File: config.mk
export PLATFORM = sky130hd
export DESIGN_NAME = reg_writeback
export DESIGN_NICKNAME = d
export VERILOG_FILES = /design/src/rtl/reg_writeback.sv
export SDC_FILE = /design/constraint.sdc
export NUM_CORES = 1
export LEC_CHECK = 0
export CAP_MARGIN = 25
export CORE_MARGIN = 1.5
export CORE_UTILIZATION = 25
export DETAILED_ROUTE_END_ITERATION = 10
export GPL_TIMING_DRIVEN = 0
export MAX_ROUTING_LAYER = met4
export PLACE_DENSITY = 0.5
export REMOVE_ABC_BUFFERS = 1
export SLEW_MARGIN = 20
export SYNTH_ARGS = -nofsm -noshare
export SYNTH_HDL_FRONTEND = slang
export SYNTH_SLANG_ARGS = --single-unit
File: constraint.sdc
create_clock -name clk -period 4.58 [get_ports clk]
set_input_delay 0.916 -clock clk [delete_from_list [all_inputs] [get_ports clk]]
set_output_delay 0.916 -clock clk [all_outputs]
set_load 0.02 [all_outputs]
File: src/rtl/reg_writeback.sv
// reg_writeback: merges ALU results (1-entry hold) and load results (FIFO) into one registered register-file write per cycle, 2-cycle latency.
// Backpressure via alu_ready/ld_ready; define WB_PENDING_EN to add the pending_mask hazard output.
module reg_writeback #(
  parameter int DATA_W       = 64,
  parameter int ADDR_W       = 5,
  parameter int LQ_DEPTH     = 4,
  parameter int ALU_MAX_WAIT = 2
) (
  input  logic              clk,
  input  logic              rst,
  input  logic              alu_valid,
  input  logic [ADDR_W-1:0] alu_rd,
  input  logic              alu_sp,
  input  logic [DATA_W-1:0] alu_data,
  output logic              alu_ready,
  input  logic              ld_valid,
  input  logic [ADDR_W-1:0] ld_rd,
  input  logic              ld_sp,
  input  logic [DATA_W-1:0] ld_data,
  output logic              ld_ready,
  output logic              RegWrite,
  output logic [ADDR_W-1:0] Write_register,
  output logic [DATA_W-1:0] Write_d,
  output logic              Use_SP,
`ifdef WB_PENDING_EN
  output logic [31:0]       pending_mask,
`endif
  output logic              wb_busy
);
  localparam int PTR_W  = $clog2(LQ_DEPTH);
  localparam int CNT_W  = PTR_W + 1;
  localparam int WAIT_W = (ALU_MAX_WAIT < 1) ? 1 : $clog2(ALU_MAX_WAIT + 1);
  localparam logic [CNT_W-1:0]  LQ_FULL  = CNT_W'(LQ_DEPTH);
  localparam logic [WAIT_W-1:0] WAIT_MAX = WAIT_W'(ALU_MAX_WAIT);
  localparam logic [ADDR_W-1:0] REG31    = ADDR_W'(31);

  logic              hold_valid;
  logic [ADDR_W-1:0] hold_rd;
  logic              hold_sp;
  logic [DATA_W-1:0] hold_data;
  logic [WAIT_W-1:0] wait_cnt;

  logic [ADDR_W-1:0] lq_rd   [LQ_DEPTH];
  logic              lq_sp   [LQ_DEPTH];
  logic [DATA_W-1:0] lq_data [LQ_DEPTH];
  logic [PTR_W-1:0]  lq_wr_ptr;
  logic [PTR_W-1:0]  lq_rd_ptr;
  logic [CNT_W-1:0]  lq_count;

  logic              alu_fire;
  logic              ld_fire;
  logic              lq_empty;
  logic              hold_win;
  logic              lq_win;
  logic [ADDR_W-1:0] win_rd;
  logic              win_sp;
  logic [DATA_W-1:0] win_data;

  function automatic logic is_xzr(input logic [ADDR_W-1:0] rd, input logic sp);
    return (rd == REG31) && !sp;
  endfunction

  assign alu_ready = !rst && !hold_valid;
  assign ld_ready  = !rst && (lq_count != LQ_FULL);
  assign alu_fire  = alu_valid && alu_ready;
  assign ld_fire   = ld_valid && ld_ready;
  assign wb_busy   = hold_valid || (lq_count != '0);

  // Loads win by default; the hold only wins when starved long enough or unopposed.
  assign lq_empty = (lq_count == '0);
  assign hold_win = hold_valid && ((wait_cnt == WAIT_MAX) || lq_empty);
  assign lq_win   = !lq_empty && !hold_win;

  always_comb begin
    win_rd   = lq_rd[lq_rd_ptr];
    win_sp   = lq_sp[lq_rd_ptr];
    win_data = lq_data[lq_rd_ptr];
    if (hold_win) begin
      win_rd   = hold_rd;
      win_sp   = hold_sp;
      win_data = hold_data;
    end
  end

  always_ff @(posedge clk) begin
    if (ld_fire) begin
      lq_rd[lq_wr_ptr]   <= ld_rd;
      lq_sp[lq_wr_ptr]   <= ld_sp;
      lq_data[lq_wr_ptr] <= ld_data;
    end
  end

  always_ff @(posedge clk) begin
    if (rst) begin
      hold_valid     <= 1'b0;
      hold_rd        <= '0;
      hold_sp        <= 1'b0;
      hold_data      <= '0;
      wait_cnt       <= '0;
      lq_wr_ptr      <= '0;
      lq_rd_ptr      <= '0;
      lq_count       <= '0;
      RegWrite       <= 1'b0;
      Write_register <= '0;
      Write_d        <= '0;
      Use_SP         <= 1'b0;
    end else begin
      // alu_ready excludes a valid hold, so fill and drain never coincide.
      if (alu_fire) begin
        hold_valid <= 1'b1;
        hold_rd    <= alu_rd;
        hold_sp    <= alu_sp;
        hold_data  <= alu_data;
      end else if (hold_win) begin
        hold_valid <= 1'b0;
      end

      if (hold_win) begin
        wait_cnt <= '0;
      end else if (hold_valid && lq_win && (wait_cnt != WAIT_MAX)) begin
        wait_cnt <= wait_cnt + WAIT_W'(1);
      end

      if (ld_fire) lq_wr_ptr <= lq_wr_ptr + PTR_W'(1);
      if (lq_win)  lq_rd_ptr <= lq_rd_ptr + PTR_W'(1);
      lq_count <= lq_count + CNT_W'(ld_fire) - CNT_W'(lq_win);

      if (hold_win || lq_win) begin
        RegWrite       <= !is_xzr(win_rd, win_sp);
        Write_register <= win_rd;
        Write_d        <= win_data;
        Use_SP         <= (win_rd == REG31) && win_sp;
      end else begin
        RegWrite <= 1'b0;
      end
    end
  end

`ifdef WB_PENDING_EN
  // A FIFO slot is live when its distance from the read pointer is below the count.
  always_comb begin
    pending_mask = '0;
    if (hold_valid && !is_xzr(hold_rd, hold_sp)) pending_mask[hold_rd] = 1'b1;
    for (int i = 0; i < LQ_DEPTH; i++) begin
      if (({1'b0, PTR_W'(i) - lq_rd_ptr} < lq_count) && !is_xzr(lq_rd[i], lq_sp[i]))
        pending_mask[lq_rd[i]] = 1'b1;
    end
  end
`endif

endmodule

==> run metrics, run 1 <==
clk buf depth=3; final worst setup slack=883.5 ps; wire per inst=17.70 µm; arrival time at the worst endpoint=2780 ps; number of nets in the layout=1421; I/O pin count=218; Setup Fix Bufs, Post-CTS=0; WS Path Type=reg -> out; PortBufs=217; crit start category=register; Slew headroom=39.07%; most common cell after layout, fill and taps aside=edfxtp_1; pre-CTS setup slack=1113 ps; crit share post-route=80.71%; drc violations=0; status=finished, final reports clean; chip width=259.4 µm; Filler Cell Count=6354; via count=9300; internal power=8.966 mW; RSZ-0062 raised after global routing=no; Avg Cell Area, Syn=15.50 µm²; Cell Count, Final, Fillers Out=2170; Clk pin slew, worst setup/hold paths=60 ps; maximum vdd ir drop=0.0003223 V; clock latency on the worst-skew pair=570 ps; Post-synth EDFFs=280; die area=67290 µm²; Logic pwr share=27.1%; initial antenna violation count=3; CTS resizes=0; proportion of layout cells with a drive suffix above 1=13.64%; Net Sw Power=3.675 mW; TritonCTS Buffers=50; cell count after placement=2073; Post-CTS Hold Fix Bufs=0; row count=93; YS warnings=0; Post-synth ARST share=0%; top_reg_cell synth=edfxtp_1; die height=259.4 µm; hold_ws=472.4 ps; Final Wtd Congestion=0.7196; via/cell ratio=4.286; R2R setup slack=1570 ps; Sw Share=29.07%; drt first pass iters=6; CTS tree=built; post-synthesis register bit count=433; setup violators final=0; worst min path class=reg -> reg; clk sink count=433; P_leak=6.984 nW; clock share of power=33.2%; Total GRT Usage=11.80%; crit path max fanout=81; Slew Limit Fails=0; post-synthesis instance area=16430 µm²; Worst EP required=3660 ps; final setup TNS=0 ps; slew at the pin closest to its max-slew limit=914.0 ps; Worst Clk Skew=10.72 ps; # H-tree levels=2; DRT Wirelength=38400 µm; Root Buffer=clkbuf_16; maximum clock rate=270.5 MHz; sequential power share=39.7%; Initial Utilization=25.40%; post-synthesis sequential area ratio=69.80%; core area=64700 µm²; global-route wire length before repair=59240 µm; Yosys cell types=40; vias in the first global route=9941; Syn Inst Count=1060; final hold vios=0; fin crit period=3697 ps; pwr dens=590.2 nW/µm²; final total power=12.64 mW; Max Cap Viol=0; most used cells in the layout excluding fill and tap cells=edfxtp_1, clkdlybuf4s50_1, dfxtp_1; area grow syn2layout=30.32%; largest net degree at the start of global routing=90; Routed Antenna Nets=0; total gr overflow=0; dpl hpwl=23610 µm; DRT iter0 DRCs=409; Critical Path End Type=output pin
-- area by class of cell --
type,count,area (µm²),share of cell area (%)
Inverter,8,35.03,0.1636
Sequential cell,433,11480,53.59
Clock inverter,31,344.1,1.606
Antenna cell,3,7.507,0.03505
Multi-Input combinational cell,547,4542,21.21
Clock buffer,63,1425,6.654
Timing Repair Buffer,230,2516,11.75
Tap cell,855,1070,4.995
-- routing by layer --
| metal | track usage (%) | share of wire, % | vias up |
|---|---|---|---|
| met5 | - | 0 | - |
| met4 | 2.972 | 2.0 | 0 |
| met3 | 2.871 | 5.2 | 60 |
| met2 | 19.62 | 49 | 176 |
| met1 | 14.33 | 43 | 4644 |
| li1 | - | - | 4420 |
-- cells by family after synthesis --
logic type | Yosys count | share of synthesized area [%]
adder cells (fa/ha/maj) | 7 | 0.5786
AND/OR/NAND/NOR | 245 | 7.096
XOR/XNOR | 6 | 0.3198
buffers and inverters | 80 | 2.642
flip-flops | 433 | 69.80
AO/OA/AOI/OAI | 151 | 5.832
multiplexers | 138 | 13.73
-- final timing paths --
kind,start,end,cells past startpoint
setup reg to reg,hold_valid,lq_count[1],7
hold reg to reg,hold_data[17],hold_data[17],2
hold / removal,hold_data[17],hold_data[17],2
setup / recovery,lq_count[1],wb_busy,5
-- state kept, by name, indices dropped and copies added, names as in the netlist, named ones only --
signal / flops
lq_count: 3
hold_data: 64
RegWrite: 1
lq_data: 256
lq_rd: 20
lq_sp: 4
lq_rd_ptr: 2
Write_d: 64
hold_sp: 1
wait_cnt: 2
lq_wr_ptr: 2
Use_SP: 1
hold_rd: 5
Write_register: 5
hold_valid: 1
-- synthesized netlist by cell type, types with 2 or more instances --
| master | number | share of area, % |
|---|---|---|
| inv_1 | 7 | 0.16 |
| xnor2_1 | 6 | 0.32 |
| and2_1 | 5 | 0.19 |
| dfxtp_1 | 153 | 19 |
| a21oi_1 | 3 | 0.091 |
| and4_1 | 2 | 0.11 |
| buf_4 | 4 | 0.18 |
| buf_12 | 6 | 0.73 |
| clkbuf_1 | 52 | 1.2 |
| edfxtp_1 | 280 | 51 |
| o21ai_0 | 70 | 2.1 |
| nor2_1 | 80 | 1.8 |
| nor3_1 | 5 | 0.15 |
| buf_2 | 8 | 0.24 |
| ha_1 | 6 | 0.46 |
| nand2b_1 | 70 | 2.7 |
| mux4_2 | 70 | 9.6 |
| nand2_1 | 73 | 1.7 |
| nor2b_1 | 2 | 0.076 |
| mux2i_1 | 68 | 4.1 |
| o31ai_1 | 2 | 0.091 |
| a211oi_1 | 70 | 3.2 |
-- power groups by stage --
stage	Clock [mW]	Sequential [mW]	Combinational [mW]
final	4.19	5.02	3.43
after detailed placement	0	5.11	3.52
after global routing	4.48	5.09	3.75
after global placement	0	5.34	3.33
after CTS	4.34	5.04	3.52
after floorplan	0	5.51	1.65
-- stage by stage --
stage	util (%)	cell area [µm²]
5_1_grt	33.11	21420
2_1_floorplan	-	16030
3_5_place_dp	30.36	19640
6_report	33.11	21420
3_3_place_gp	29.79	19270
4_1_cts	33.09	21410
-- worst max-delay path, cell delays in order, from the launching register on --
cell and delay, ps:
dfxtp_1 360, or3_1 420, nor2_2 280, inv_6 220, buf_16 280, clkdlybuf4s50_1 590
Note: power is estimated with default switching activity, not from simulation.
==> run 2: changes to the inputs <==
==> constraint.sdc (replaced) <==
create_clock -name clk -period 3.6 [get_ports clk]
set_input_delay 0.72 -clock clk [delete_from_list [all_inputs] [get_ports clk]]
set_output_delay 0.72 -clock clk [all_outputs]
set_load 0.02 [all_outputs]
==> run 2 against run 1 <==
Register-to-register slack got worse by 1000 ps. Non-clock buffer count did not move. Final area about the same. Largest cell class unchanged. Final cell count is the same. First-iteration DRC count shrank 2.7%. Highest routed layer unchanged.
==> run metrics, run 2 (synthesized netlist as in run 1, its figures left out) <==
final hold vios=0; worst hold path depth=2; Cell Count, Final, Fillers Out=2170; clock latency on the worst-skew pair=570 ps; Worst Clk Skew=11.19 ps; Register-to-Register Path Depth=7; dpl hpwl=23610 µm; Total GRT Usage=11.80%; PortBufs=217; FF/Latch Area=11480 µm²; clk buf depth=3; proportion of layout cells with a drive suffix above 1=13.64%; maximum vdd ir drop=0.0003287 V; CTS tree=built; Worst EP required=2880 ps; number of nets in the layout=1421; max reg flops=256; WS Path Type=reg -> out; die height=259.4 µm; fin crit period=3356 ps; Layout Utilization=33.12%; area grow syn2layout=30.37%; Routed Antenna Nets=0; clk sink count=433; Final Wtd Congestion=0.7196; Critical Path End Type=output pin; CP max stage cell=clkdlybuf4s50_1; pre-CTS setup slack=329.0 ps; status=finished, final reports clean; dpl cell area=19640 µm²; total gr overflow=0; Post-CTS Hold Fix Bufs=0; Initial Utilization=25.40%; drc violations=0; Slew Limit Fails=0; chip width=259.4 µm; I/O pin count=218; largest stage delay on the critical path=590 ps; Clk pin slew, worst setup/hold paths=60 ps; # H-tree levels=2; core area=64700 µm²; hold_ws=471.9 ps; row count=93; die area=67290 µm²; crit share post-route=93.22%; crit start category=register; critical path launch point=lq_count[1]; Slew headroom=38.84%; cell count after placement=2073; biggest regs=lq_data (256), Write_d (64), hold_data (64); setup violators final=0; DRT iter0 DRCs=398; initial antenna violation count=3; min-delay src=hold_data[36]; drt first pass iters=6; TritonCTS Buffers=50; via/cell ratio=4.269; most used cells in the layout excluding fill and tap cells=edfxtp_1, clkdlybuf4s50_1, dfxtp_1; most common cell after layout, fill and taps aside=edfxtp_1; P_leak=6.986 nW; final setup TNS=0 ps; final instance area=21430 µm²; Most flops, register=lq_data; global-route wire length before repair=59240 µm; maximum clock rate=298.0 MHz; final worst setup slack=244.1 ps; DRT Wirelength=38360 µm; Root Buffer=clkbuf_16; CP Cell Sequence=or3_1 > nor2_4 > inv_8 > buf_16 > clkdlybuf4s50_1; crit path max fanout=81; vias in the first global route=9941; worst min path class=reg -> reg; pwr dens=750.8 nW/µm²; Filler Cell Count=6354; RSZ-0062 raised after global routing=no; r2r startpoint=hold_valid; via count=9263; footprint of the multi-input gates=4547 µm²; Max Cap Viol=0; largest net degree at the start of global routing=90; final total power=16.09 mW; wire per inst=17.68 µm; slew at the pin closest to its max-slew limit=917.3 ps; arrival time at the worst endpoint=2640 ps
==> run 2: cell counts in the layout (fill, tap and decap cells not counted) <==
Identical to the previous run, type by type.
==> run 2: routing by layer <==
layer / vias to the layer above / share of wire [%] / global-route usage (%)
met5: - / 0 / -
met4: 0 / 2.0 / 2.972
met2: 177 / 49 / 19.62
met1: 4604 / 44 / 14.33
li1: 4422 / - / -
met3: 60 / 5.3 / 2.871
==> run 2: critical path, delay by kind of cell (launching register included) <==
kind          cells  cell delay, ps
flops             1             360
buf+inv           3            1000
simple gates      2             650
==> run 2: area by class of cell <==
type | instances | share of cell area [%]
Multi-Input combinational cell | 547 | 21.22
Clock buffer | 63 | 6.652
Antenna cell | 3 | 0.03504
Clock inverter | 31 | 1.606
Inverter | 8 | 0.1752
Timing Repair Buffer | 230 | 11.74
Sequential cell | 433 | 53.57
Tap cell | 855 | 4.993
==> run 2: power by group <==
part	switching (mW)	leakage [nW]	internal [mW]	total, mW
Clock	2.03	0.875	3.31	5.33
Sequential	0.419	3.81	5.97	6.39
Combinational	2.23	2.30	2.14	4.37
==> run 2: what timing repair did <==
item / 4_1_cts / 5_1_grt
resized for setup: 0 / 2
setup buffers: 0 / 0
endpoints found under the setup margin: 0 / 1
==> run 2: path summary, 6_finish.rpt <==
kind / endpoint / slack (ps)
worst min register to register: hold_data[36] / 470
worst max-delay path: wb_busy / 240
worst max register to register: lq_count[1] / 560
worst min-delay path: hold_data[36] / 470
